[src/rtl/sync_fifo.sv]
// Parametrised single-clock FIFO with ready/valid handshakes on both sides.
// OUT_REG=1 places a synchronous-read output register (block-RAM style) in front of deq.
module sync_fifo #(
  parameter int WIDTH    = 8,
  parameter int DEPTH    = 16,
  parameter int AWIDTH   = $clog2(DEPTH),
  parameter int OUT_REG  = 0,
  parameter int AF_LEVEL = DEPTH - 2,
  parameter int AE_LEVEL = 2
) (
  input  logic              clk,
  input  logic              rst,
  input  logic [WIDTH-1:0]  enq_data,
  input  logic              enq_valid,
  output logic              enq_ready,
  output logic [WIDTH-1:0]  deq_data,
  output logic              deq_valid,
  input  logic              deq_ready,
  output logic [AWIDTH:0]   count,
  output logic              almost_full,
  output logic              almost_empty
);
  localparam logic [AWIDTH:0]   FULL_CNT = (AWIDTH+1)'(DEPTH);
  localparam logic [AWIDTH:0]   AF_CNT   = (AWIDTH+1)'(AF_LEVEL);
  localparam logic [AWIDTH:0]   AE_CNT   = (AWIDTH+1)'(AE_LEVEL);
  localparam logic [AWIDTH:0]   CNT_ONE  = (AWIDTH+1)'(1);
  localparam logic [AWIDTH-1:0] PTR_ONE  = AWIDTH'(1);

  logic [WIDTH-1:0]  r_mem [DEPTH];
  logic [AWIDTH-1:0] r_wr_ptr;
  logic [AWIDTH-1:0] r_rd_ptr;
  logic [AWIDTH:0]   r_count;
  logic              w_enq_fire;
  logic              w_deq_fire;
  logic              w_rd_issue;

  // count includes the output register and any in-flight read, so ready never sees deq_ready.
  assign enq_ready    = (r_count < FULL_CNT);
  assign w_enq_fire   = enq_valid && enq_ready;
  assign w_deq_fire   = deq_valid && deq_ready;
  assign count        = r_count;
  assign almost_full  = (r_count >= AF_CNT);
  assign almost_empty = (r_count <= AE_CNT);

  always_ff @(posedge clk) begin
    if (w_enq_fire) r_mem[r_wr_ptr] <= enq_data;
  end

  always_ff @(posedge clk or posedge rst) begin
    if (rst) begin
      r_wr_ptr <= '0;
      r_rd_ptr <= '0;
      r_count  <= '0;
    end else begin
      if (w_enq_fire) r_wr_ptr <= r_wr_ptr + PTR_ONE;
      if (w_rd_issue) r_rd_ptr <= r_rd_ptr + PTR_ONE;
      case ({w_enq_fire, w_deq_fire})
        2'b10:   r_count <= r_count + CNT_ONE;
        2'b01:   r_count <= r_count - CNT_ONE;
        default: r_count <= r_count;
      endcase
    end
  end

  if (OUT_REG == 0) begin : g_async
    assign w_rd_issue = w_deq_fire;
    assign deq_valid  = (r_count != '0);
    assign deq_data   = r_mem[r_rd_ptr];
  end else begin : g_oreg
    logic [AWIDTH:0]  r_mem_cnt;
    logic             r_out_valid;
    logic [WIDTH-1:0] r_out_data;

    // Refill the output register when it is empty or being drained this cycle.
    assign w_rd_issue = (r_mem_cnt != '0) && (!r_out_valid || w_deq_fire);
    assign deq_valid  = r_out_valid;
    assign deq_data   = r_out_data;

    always_ff @(posedge clk or posedge rst) begin
      if (rst) begin
        r_mem_cnt   <= '0;
        r_out_valid <= 1'b0;
        r_out_data  <= '0;
      end else begin
        case ({w_enq_fire, w_rd_issue})
          2'b10:   r_mem_cnt <= r_mem_cnt + CNT_ONE;
          2'b01:   r_mem_cnt <= r_mem_cnt - CNT_ONE;
          default: r_mem_cnt <= r_mem_cnt;
        endcase
        if (w_rd_issue) begin
          r_out_valid <= 1'b1;
          r_out_data  <= r_mem[r_rd_ptr];
        end else if (w_deq_fire) begin
          r_out_valid <= 1'b0;
        end
      end
    end
  end

endmodule

[config.mk]
export PLATFORM = sky130hd
export DESIGN_NAME = sync_fifo
export DESIGN_NICKNAME = d
export VERILOG_FILES = /design/src/rtl/sync_fifo.sv
export SDC_FILE = /design/constraint.sdc
export NUM_CORES = 1
export LEC_CHECK = 0
export ABC_CLOCK_PERIOD_IN_PS = 6700
export CORE_ASPECT_RATIO = 1.2
export CORE_MARGIN = 1
export CORE_UTILIZATION = 60
export DETAILED_ROUTE_END_ITERATION = 16
export GPL_TIMING_DRIVEN = 0
export PLACE_DENSITY = 0.8
export REMOVE_ABC_BUFFERS = 1
export SETUP_SLACK_MARGIN = 0.02
export SYNTH_ARGS = -nofsm -noshare
export SYNTH_HDL_FRONTEND = slang
export SYNTH_SLANG_ARGS = --single-unit
[constraint.sdc]
create_clock -name clk -period 6.7 [get_ports clk]
set_input_delay 1.34 -clock clk [delete_from_list [all_inputs] [get_ports clk]]
set_output_delay 1.34 -clock clk [all_outputs]
set_load 0.01 [all_outputs]
# ---- After elaboration in Yosys (flattened, before gate mapping)
# Memories as Yosys holds them, arrays and structs flattened.
# Index checks and enable logic that the tools add are counted.
dict set report word_totals {
  output_inout_bits 17
  memories 1
  wordCells 20
  in_bits 12
  reg_bits 13
  mem_bits_rw 128
}
# memory words word_bits rd rd_clocked_by_memory_dff wr line
set memory_table {}
lappend memory_table {r_mem 16 8 1 0 1 29} ;# logic [WIDTH-1:0] r_mem [DEPTH];
dict set report classes {
  reduce_logical 4
  magnitude_cmp 3
  eq_ne 2
  addsub 4
  mux 3
}
# cell count
set ops {}
lappend ops {{case mux 5 bit (2 select lines)} 1}
lappend ops {{adder 4 x 1 -> 4 bit (second input constant)} 2}
lappend ops {{adder 5 x 1 -> 5 bit (second input constant)} 1}
lappend ops {{>= comparator 5 x 4 -> 1 bit (second input constant)} 1}
lappend ops {{<= comparator 5 x 2 -> 1 bit (second input constant)} 1}
lappend ops {{< comparator 5 bit (second input constant)} 1}
lappend ops {{nonzero test 5 bit} 1}
lappend ops {{subtractor 5 x 1 -> 5 bit (second input constant)} 1}
lappend ops {{equality test 2 x 1 -> 1 bit (second input constant)} 1}
lappend ops {{equality test 2 bit (second input constant)} 1}
lappend ops {{logical AND 1 bit} 2}
lappend ops {{two-way mux 1 bit} 2}
lappend ops {{nonzero test 2 bit} 1}

# ---- Depth between registers and ports, before layout
# Gate-level depths: netlist of run 1.
dict set report depth {
  ltp_word 4
  mapped_depth 12
  ltp_nobuf 11
}

# ---- Worst setup path after synthesis of run 1
# OpenSTA, ideal clock, no wires.
dict set report synth_path {
  path_kind {input -> register}
  from {input port enq_valid}
  to {register r_count[4], in the netlist count[4]}
  arrival_ns 3.288
  slack_ns 3.285
  t_required_ns 6.573
  path_buffers 1
  cell_stages 10
  path_cell_list {nor2b_1 -> clkbuf_1 -> inv_1 -> ha_1 -> ha_1 -> nor2b_1 -> o21ai_0 -> a21oi_1 -> or3b_2 -> xnor2_1}
}
dict set report synth_via {
  elab_chain_cells 3
}
# element line
set synth_rtl {}
lappend synth_rtl {{start: declaration} 14} ;# input logic enq_valid,
lappend synth_rtl {{logical AND 1 bit (*)} 39} ;# assign w_enq_fire = enq_valid && enq_ready;
lappend synth_rtl {{equality test 2 x 1 -> 1 bit / equality test 2 bit (equally long branches)} 57} ;# case ({w_enq_fire, w_deq_fire})
lappend synth_rtl {{case mux 5 bit (2 select lines) / nonzero test 2 bit (equally long branches)} -}
lappend synth_rtl {{end signal: assignment} 58} ;# 2'b10: r_count <= r_count + CNT_ONE;
lappend synth_rtl {{end signal: assignment} 59} ;# 2'b01: r_count <= r_count - CNT_ONE;
lappend synth_rtl {{end signal: assignment} 60} ;# default: r_count <= r_count;
lappend synth_rtl {{end: declaration} 32} ;# logic [AWIDTH:0] r_count;
# Mark *: on every way between the ends. The rest lies on a longest branch, timed or not.
# A chain may end at the register's enable or synchronous reset.

# ---- Final worst setup path of run 1
dict set report layout_path {
  from {register r_rd_ptr[1]}
  to {output port deq_data[3]}
}
dict set report layout_via {
  elab_chain_cells 1
}
# element line
set layout_rtl {}
lappend layout_rtl {{start: declaration} 31} ;# logic [AWIDTH-1:0] r_rd_ptr;
lappend layout_rtl {{start signal: assignment} 56} ;# if (w_rd_issue) r_rd_ptr <= r_rd_ptr + PTR_ONE;
lappend layout_rtl {{memory (16 x 8 bit)} -}
lappend layout_rtl {{end: declaration} 16} ;# output logic [WIDTH-1:0] deq_data,
# No other way between the ends.

==> results of run 1 <==
-- kinds of logic (layout without fill, tap and decap cells) --
| family | after synthesis | in the layout | share of synthesized area |
|---|---|---|---|
| buffers and inverters | 25 | 69 | 0.0191 |
| XOR/XNOR | 10 | 10 | 0.0152 |
| AND/OR/NAND/NOR | 48 | 48 | 0.0457 |
| adder cells (fa/ha/maj) | 10 | 10 | 0.0230 |
| multiplexers | 50 | 50 | 0.124 |
| AO/OA/AOI/OAI | 48 | 48 | 0.0507 |
| flip-flops | 141 | 141 | 0.722 |
-- power by group through the flow --
stage	Clock [uW]	Sequential (uW)	Combinational, uW
2_1_floorplan	0	1200	539
3_3_place_gp	0	1250	832
3_5_place_dp	0	1260	826
4_1_cts	880	1240	840
5_1_grt	917	1260	904
6_report	873	1240	837
-- layer usage --
layer  track usage  vias up  share of wire
met5             0        -              0
met4        0.0964        0          0.021
met3        0.0533       19          0.044
met2         0.400       93           0.53
met1         0.287     1481           0.41
li1              -     1354              -
-- layout by cell type (no fill, tap or decap), types with 3 or more instances in the layout --
| cell | instances |
|---|---|
| sky130_fd_sc_hd__mux4_2 | 16 |
| sky130_fd_sc_hd__mux2_2 | 8 |
| sky130_fd_sc_hd__ha_1 | 9 |
| sky130_fd_sc_hd__nand2_1 | 16 |
| sky130_fd_sc_hd__edfxtp_1 | 128 |
| sky130_fd_sc_hd__clkbuf_16 | 16 |
| sky130_fd_sc_hd__clkinvlp_4 | 3 |
| sky130_fd_sc_hd__and2_1 | 17 |
| sky130_fd_sc_hd__dfrtp_1 | 12 |
| sky130_fd_sc_hd__mux2i_1 | 25 |
| sky130_fd_sc_hd__clkinv_1 | 3 |
| sky130_fd_sc_hd__xor2_1 | 3 |
| sky130_fd_sc_hd__a221oi_1 | 8 |
| sky130_fd_sc_hd__a21oi_1 | 11 |
| sky130_fd_sc_hd__inv_6 | 3 |
| sky130_fd_sc_hd__xnor2_1 | 7 |
| sky130_fd_sc_hd__a22oi_1 | 8 |
| sky130_fd_sc_hd__nor2b_1 | 3 |
| sky130_fd_sc_hd__o21ai_0 | 20 |
| sky130_fd_sc_hd__nand3_1 | 3 |
| sky130_fd_sc_hd__inv_1 | 9 |
| sky130_fd_sc_hd__clkdlybuf4s50_1 | 28 |
-- sequential cells by signal (all words and copies together), names as in the netlist --
signal and cells:
r_wr_ptr 4, r_rd_ptr 4, count 5, r_mem 128
-- path summary, 6_finish.rpt --
path / end / startpoint / slack, ns
worst max-delay path: deq_data[3] / r_rd_ptr[1] / 1.75
max in group asynchronous: r_rd_ptr[0] / rst / 5.17
worst max register to register: count[4] / count[2] / 3.64
min in group asynchronous: r_wr_ptr[2] / rst / 1.15
worst min-delay path: count[4] / count[4] / 0.55
worst min register to register: count[4] / count[4] / 0.55
-- through the flow --
| step | total power (uW) | cell area, um2 | setup slack (ns) |
|---|---|---|---|
| after floorplan | 1740 | 5700 | 2.67 |
| after global placement | 2080 | 6130 | 1.49 |
| after detailed placement | 2080 | 6130 | 2.37 |
| after CTS | 2960 | 6690 | 1.65 |
| after global routing | 3080 | 6690 | 1.57 |
| final | 2950 | 6690 | 1.75 |
-- layout make-up --
| cell class | instances | area (um2) | share of cell area |
|---|---|---|---|
| Inverter | 9 | 33.8 | 0.00505 |
| Tap cell | 120 | 150 | 0.0224 |
| Multi-Input combinational cell | 166 | 1490 | 0.223 |
| Timing Repair Buffer | 28 | 280 | 0.0419 |
| Clock inverter | 14 | 143 | 0.0213 |
| Clock buffer | 18 | 418 | 0.0625 |
| Sequential cell | 141 | 4170 | 0.624 |
==> metrics.log, run 1 <==
INFO  metric run_status = complete, no violations
INFO  metric synth_largest_type_area_fraction = 0.666
INFO  metric synth-warning-count = 0
INFO  metric finalCoreUtilization = 0.729
INFO  metric clock_tree.buffer_depth = 2
INFO  metric postSynthRegisterBits = approximately 140
INFO  metric setup.worst_path.start_class = flop
INFO  metric timing.hold.ws = 0.550 ns
INFO  metric tritoncts = yes
INFO  metric synth_top_cells_by_area = sky130_fd_sc_hd__edfxtp_1 67%, sky130_fd_sc_hd__mux4_2 6.2%, sky130_fd_sc_hd__dfrtp_1 5.6%
INFO  metric layout.filler_cells = between 500 and 600
INFO  metric synth_seq_area_share = 0.722
INFO  metric fmax = approximately 200 MHz
INFO  metric layout_min_cycle_time = 4.95 ns
INFO  metric class_of_the_most_critical_setup_path = flop to primary output
INFO  metric cp_slowest_cell = sky130_fd_sc_hd__nor2b_1
INFO  metric gpl.final_weighted_congestion = 0.765
INFO  metric synth_cell_type_count = 33
INFO  metric postCtsSetupBuffers = 0
INFO  metric timing.critical_path.slowest_cell_delay = 1.13 ns
INFO  metric crit_path_cell_trace = nor2b_1 > a221oi_1 > o21ai_0 > nand2_1 > clkdlybuf4s50_1
INFO  metric path_buf_inv = 1
INFO  metric chipWidth = 91.5 um
INFO  metric floorplan.initialDensity = 0.629
INFO  metric synth_top_cell_by_area = sky130_fd_sc_hd__edfxtp_1
INFO  metric final-max-slew-violation-count = 0
INFO  metric final_net_count = 385
INFO  metric maxCapViolCount = 0
INFO  metric total_switching_power = 915 uW
INFO  metric power.density = approximately 440 nW/um2
INFO  metric route.vias.total = 2947
INFO  metric ctsResizeCount = 0
INFO  metric synth_ff_type = sky130_fd_sc_hd__edfxtp_1
INFO  metric remaining_drc_errors = 0
INFO  metric fp.dieArea = approximately 10000 um2
INFO  metric ant_nets = 0
INFO  metric vias_in_the_first_global_route = 2930
INFO  metric post_synth_inst_count = 332
INFO  metric intPower = 2030 uW
INFO  metric critical-path-top-delay-family = simple AND/OR/NAND/NOR gates
INFO  metric diodes = 0
INFO  metric post_synth_instance_area = 5770 um2
INFO  metric avgViaCountPerCell = 5.94
INFO  metric synth.most_common_cell = sky130_fd_sc_hd__edfxtp_1
INFO  metric p_seq_frac = 0.420
INFO  metric rsz_0062_raised_after_global_routing = false
INFO  metric worst_slew_margin = 0.142
INFO  metric row_count = 38
INFO  metric globalRouteOverflowTotal = 0
INFO  metric synth-edff-count = 128
INFO  metric power.leakage = 0.00232 uW
INFO  metric max_vdd_drop = ~0.28 mV
INFO  metric combPwrFrac = 0.284
INFO  metric grt_start_max_net_pins = 52
INFO  metric totalNegativeSetupSlack = 0 ns
INFO  metric crit_fanout = 21
INFO  metric worst_hold_path_type = flop to flop
INFO  metric depth_of_the_most_critical_reg_to_reg_path = 10
INFO  metric final_hold_viols = 0
INFO  metric arrival = 3.61 ns
INFO  metric wl_per_cell = between 20 and 25 um
INFO  metric asyncSetResetFlopFracSynth = 0.0922
INFO  metric first_iter_violations = 234
INFO  metric share_of_layout_cells_above_drive_strength_1 = 0.152
INFO  metric place_hpwl = 6550 um
INFO  metric buffer_type_at_the_clock_tree_root = sky130_fd_sc_hd__clkbuf_8
INFO  metric clock_insertion_delay_worst_skew = 0.52 ns
INFO  metric worstSetupEndpointType = primary output
INFO  metric grt_antenna_before_repair = 0
INFO  metric worst_pin_slew = 1.28 ns
INFO  metric timing.critical_path.depth = 5
INFO  metric floorplan.die.height = 109 um
INFO  metric min_period_over_period = 0.739
INFO  metric worstHoldPathCells = 1
INFO  metric number_of_clock_sinks = 141
INFO  metric detail_route.wirelength = around 11000 um
INFO  metric dpl.cell_count = ~460
INFO  metric stdcell_count = ~500
INFO  metric setup_violations = 0
INFO  metric power.clock.fraction = 0.296
INFO  metric mean_area_per_synthesized_cell = 17.4 um2
INFO  metric synthToLayoutAreaGrowth = 15.9%
INFO  metric power_switching_share = 0.310
INFO  metric crit_required = 5.36 ns
INFO  metric worst_clock_skew = between 0.005 and 0.006 ns
INFO  metric cts_max_level = 4
INFO  metric worst_setup_hold_path_clk_slew = roughly 0.060 ns
INFO  metric grt_pass1_wl = 16300 um
INFO  metric coreArea = 9180 um2
INFO  metric top_level_ports = 29
INFO  metric cts_buffers = 17
INFO  metric cts_hold_buffers_added = 0
INFO  metric synth_common_cells = 128 x sky130_fd_sc_hd__edfxtp_1, 25 x sky130_fd_sc_hd__mux2i_1, 20 x sky130_fd_sc_hd__o21ai_0
INFO  metric drt_first_pass_iters = 5
INFO  metric grt_use_total = 0.232
INFO  metric port_buffers = 28
(Power assumes the default switching activity.)
==> inputs of run 2 (changes only) <==
--- a/config.mk
+++ b/config.mk
@@ -5,13 +5,13 @@
 export SDC_FILE = /design/constraint.sdc
 export NUM_CORES = 1
 export LEC_CHECK = 0
-export ABC_CLOCK_PERIOD_IN_PS = 6700
+export ABC_CLOCK_PERIOD_IN_PS = 4800
 export CORE_ASPECT_RATIO = 1.2
 export CORE_MARGIN = 1
-export CORE_UTILIZATION = 60
+export CORE_UTILIZATION = 59
 export DETAILED_ROUTE_END_ITERATION = 16
 export GPL_TIMING_DRIVEN = 0
-export PLACE_DENSITY = 0.8
+export PLACE_DENSITY = 0.78
 export REMOVE_ABC_BUFFERS = 1
 export SETUP_SLACK_MARGIN = 0.02
 export SYNTH_ARGS = -nofsm -noshare
==> constraint.sdc (replaced) <==
create_clock -name clk -period 4.8 [get_ports clk]
set_input_delay 0.96 -clock clk [delete_from_list [all_inputs] [get_ports clk]]
set_output_delay 0.96 -clock clk [all_outputs]
set_load 0.01 [all_outputs]
==> run 2 against run 1 <==
Compared with the run above: critical path depth grew 1; sequential share of layout area shrank 0.87 points; register-to-register slack lost 1.9 ns; largest power group unchanged; clock skew grew 0.0024 ns; final cell count grew 0.81%.
==> metrics.log, run 2 (synthesis gave the netlist of run 1 again) <==
INFO  metric highest_count_cells_in_the_layout_ignoring_fill_and_taps = 128 x sky130_fd_sc_hd__edfxtp_1, 28 x sky130_fd_sc_hd__clkdlybuf4s50_1, 25 x sky130_fd_sc_hd__mux2i_1 (unchanged)
INFO  metric floorplan.die.height = 110 um (was 109 um)
INFO  metric worst_setup_hold_path_clk_slew = 0.05 ns (was 0.06 ns)
INFO  metric grt_start_max_net_pins = 52 (unchanged)
INFO  metric drt_first_pass_iters = 4 (was 5)
INFO  metric largest_register_ff_count = 128 (unchanged)
INFO  metric worst_pin_slew = 0.897 ns (was 1.28 ns)
INFO  metric postCtsSetupBuffers = 0 (unchanged)
INFO  metric first_iter_violations = 244 (was 234)
INFO  metric grt_use_total = 0.241 (was 0.232)
INFO  metric detail_route.wirelength = 11100 um (was 10600 um)
INFO  metric post_dp_cell_area = 6130 um2 (about the same)
INFO  metric report.power.total = 4330 uW (was 2950 uW)
INFO  metric remaining_drc_errors = 0 (unchanged)
INFO  metric buffer_type_at_the_clock_tree_root = sky130_fd_sc_hd__clkbuf_16 (was sky130_fd_sc_hd__clkbuf_8)
INFO  metric dp_slack = 0.596 ns (was 2.37 ns)
INFO  metric row_count = 39 (was 38)
INFO  metric grt_antenna_before_repair = 0 (unchanged)
INFO  metric crit_path_cell_trace = nor2b_1 > buf_4 > a221oi_1 > a22oi_1 > nand2_1 > clkdlybuf4s50_1 (was nor2b_1 > a221oi_1 > o21ai_0 > nand2_1 > clkdlybuf4s50_1)
INFO  metric final_net_count = 386 (was 385)
INFO  metric fmax = 248 MHz
INFO  metric ant_nets = 0 (unchanged)
INFO  metric rsz_0062_raised_after_global_routing = false (unchanged)
INFO  metric worstSetupEndpointType = primary output (unchanged)
INFO  metric dpl.cell_count = 467 (was 464)
INFO  metric setup.worst_path.start_class = flop (unchanged)
INFO  metric totalNegativeSetupSlack = 0 ns (unchanged)
INFO  metric wl_met3 = 735 um (was 462 um)
INFO  metric top_level_ports = 29 (unchanged)
INFO  metric wl_met2 = 5660 um (was 5560 um)
INFO  metric number_of_clock_sinks = 141 (unchanged)
INFO  metric maxCapViolCount = 0 (unchanged)
INFO  metric port_buffers = 28 (unchanged)
INFO  metric depth_of_the_most_critical_reg_to_reg_path = 10 (unchanged)
INFO  metric worst_clock_skew = 0.00745 ns (was 0.00504 ns)
INFO  metric clock_tree.buffer_depth = 2 (unchanged)
INFO  metric stdcell_count = 500 (was 496)
INFO  metric synthToLayoutAreaGrowth = 17.6% (was 15.9%)
INFO  metric power.density = 638 nW/um2 (was 441 nW/um2)
INFO  metric m1WireLength = 4420 um (was 4330 um)
INFO  metric min_period_over_period = 0.840
INFO  metric wl_per_cell = 22.1 um (was 21.3 um)
INFO  metric run_status = complete, no violations (unchanged)
INFO  metric timing.critical_path.slowest_cell_delay = 0.90 ns (was 1.13 ns)
INFO  metric diodes = 0 (unchanged)
INFO  metric worstHoldPathCells = 1 (unchanged)
INFO  metric largest-register = r_mem (unchanged)
INFO  metric layout.cells.most_common = sky130_fd_sc_hd__edfxtp_1 (unchanged)
INFO  metric globalRouteOverflowTotal = 0 (unchanged)
INFO  metric max_vdd_drop = 0.426 mV (was 0.281 mV)
INFO  metric final_hold_viols = 0 (unchanged)
INFO  metric setup.reg_to_reg.worst_slack = 1.74 ns (was 3.64 ns)
INFO  metric ctsResizeCount = 0 (unchanged)
INFO  metric cts_hold_buffers_added = 0 (unchanged)
INFO  metric stdcell_area = 6790 um2 (was 6690 um2)
INFO  metric power.leakage = 0.00237 uW (was 0.00232 uW)
INFO  metric place_hpwl = 6560 um (was 6550 um)
INFO  metric tritoncts = yes (unchanged)
INFO  metric setup_violations = 0 (unchanged)
INFO  metric crit_fanout = 21 (unchanged)
INFO  metric final-max-slew-violation-count = 0 (unchanged)
INFO  metric clock_insertion_delay_worst_skew = 0.42 ns (was 0.52 ns)
INFO  metric crit_required = 3.84 ns (was 5.36 ns)
INFO  metric layout_min_cycle_time = between 4 and 5 ns
INFO  metric arrival = 3.07 ns (was 3.61 ns)
INFO  metric cts_max_level = 4 (unchanged)
INFO  metric worst_slew_margin = 0.402 (was 0.142)
INFO  metric grt_pass1_wl = 17000 um (was 16300 um)
INFO  metric floorplan.initialDensity = 0.607 (was 0.629)
INFO  metric setup_ws = 0.769 ns (was 1.75 ns)
INFO  metric class_of_the_most_critical_setup_path = flop to primary output (unchanged)
INFO  metric cts_buffers = 17 (unchanged)
INFO  metric vias_in_the_first_global_route = 3039 (was 2930)
INFO  metric fp.dieArea = 10200 um2 (was 10000 um2)
INFO  metric route.vias.total = 3019 (was 2947)
INFO  metric chipWidth = 92.3 um (was 91.5 um)
INFO  metric gpl.final_weighted_congestion = 0.779 (was 0.765)
INFO  metric share_of_layout_cells_above_drive_strength_1 = 0.159 (was 0.152)
INFO  metric coreArea = 9520 um2 (was 9180 um2)
INFO  metric topRoutingLayerUsed = met4 (unchanged)
INFO  metric cp_slowest_cell = sky130_fd_sc_hd__dfrtp_1 (was sky130_fd_sc_hd__nor2b_1)
INFO  metric avgViaCountPerCell = 6.04 (was 5.94)
INFO  metric worst_hold_path_type = flop to flop (unchanged)
run 2: cell count changes in the layout (fill, tap and decap cells not counted):
cell	change
sky130_fd_sc_hd__clkinv_4	+1
sky130_fd_sc_hd__buf_4	+1
sky130_fd_sc_hd__clkinv_2	+1
sky130_fd_sc_hd__clkinv_1	-3
sky130_fd_sc_hd__bufinv_16	+3
sky130_fd_sc_hd__clkbuf_1	+1
sky130_fd_sc_hd__inv_6	-1
sky130_fd_sc_hd__clkinvlp_4	-2
sky130_fd_sc_hd__clkbuf_8	-1
sky130_fd_sc_hd__clkbuf_16	+1
run 2: path summary, 6_finish.rpt:
path,startpoint,to
max,r_rd_ptr[1],deq_data[4]
min,r_wr_ptr[3],r_wr_ptr[3]
max reg2reg,count[2],count[4]
min reg2reg,r_wr_ptr[3],r_wr_ptr[3]
max in group asynchronous,rst,r_rd_ptr[0]
min in group asynchronous,rst,count[3]
run 2: where the power goes:
group	switching [uW]	total (uW)	internal, uW
clock	499	1420	925
sequential	259	1730	1470
combinational	541	1170	633
total	1300	4330	3030
run 2: stage by stage:
step / hold slack (ns) / util
finish: 0.544 / 0.713
global route: 0.595 / 0.713
CTS: 0.535 / 0.712
detailed placement: 0.526 / 0.645
global placement: 0.517 / 0.644
floorplan: 0.493 / -
run 2: critical path: cells and delay by family (launching register included):
| family | cells | cell delay, ns |
|---|---|---|
| AO/OA/AOI/OAI | 2 | 0.55 |
| flip-flops | 1 | 0.90 |
| AND/OR/NAND/NOR | 2 | 0.38 |
| buffers and inverters | 2 | 0.82 |
run 2: area by class of cell:
class	count	area, um2
clock buffers	19	433
clock inverters	13	211
fillers	600	2730
inverters	9	33.8
multi-input cells	166	1490
flip-flops and latches	141	4170
well taps	123	154
repair buffers	29	288
run 2: metal layers:
metal,vias up,GRT usage
met3,22,0.0754
li1,1360,-
met2,120,0.385
met4,0,0.0993
met1,1517,0.311
met5,-,0
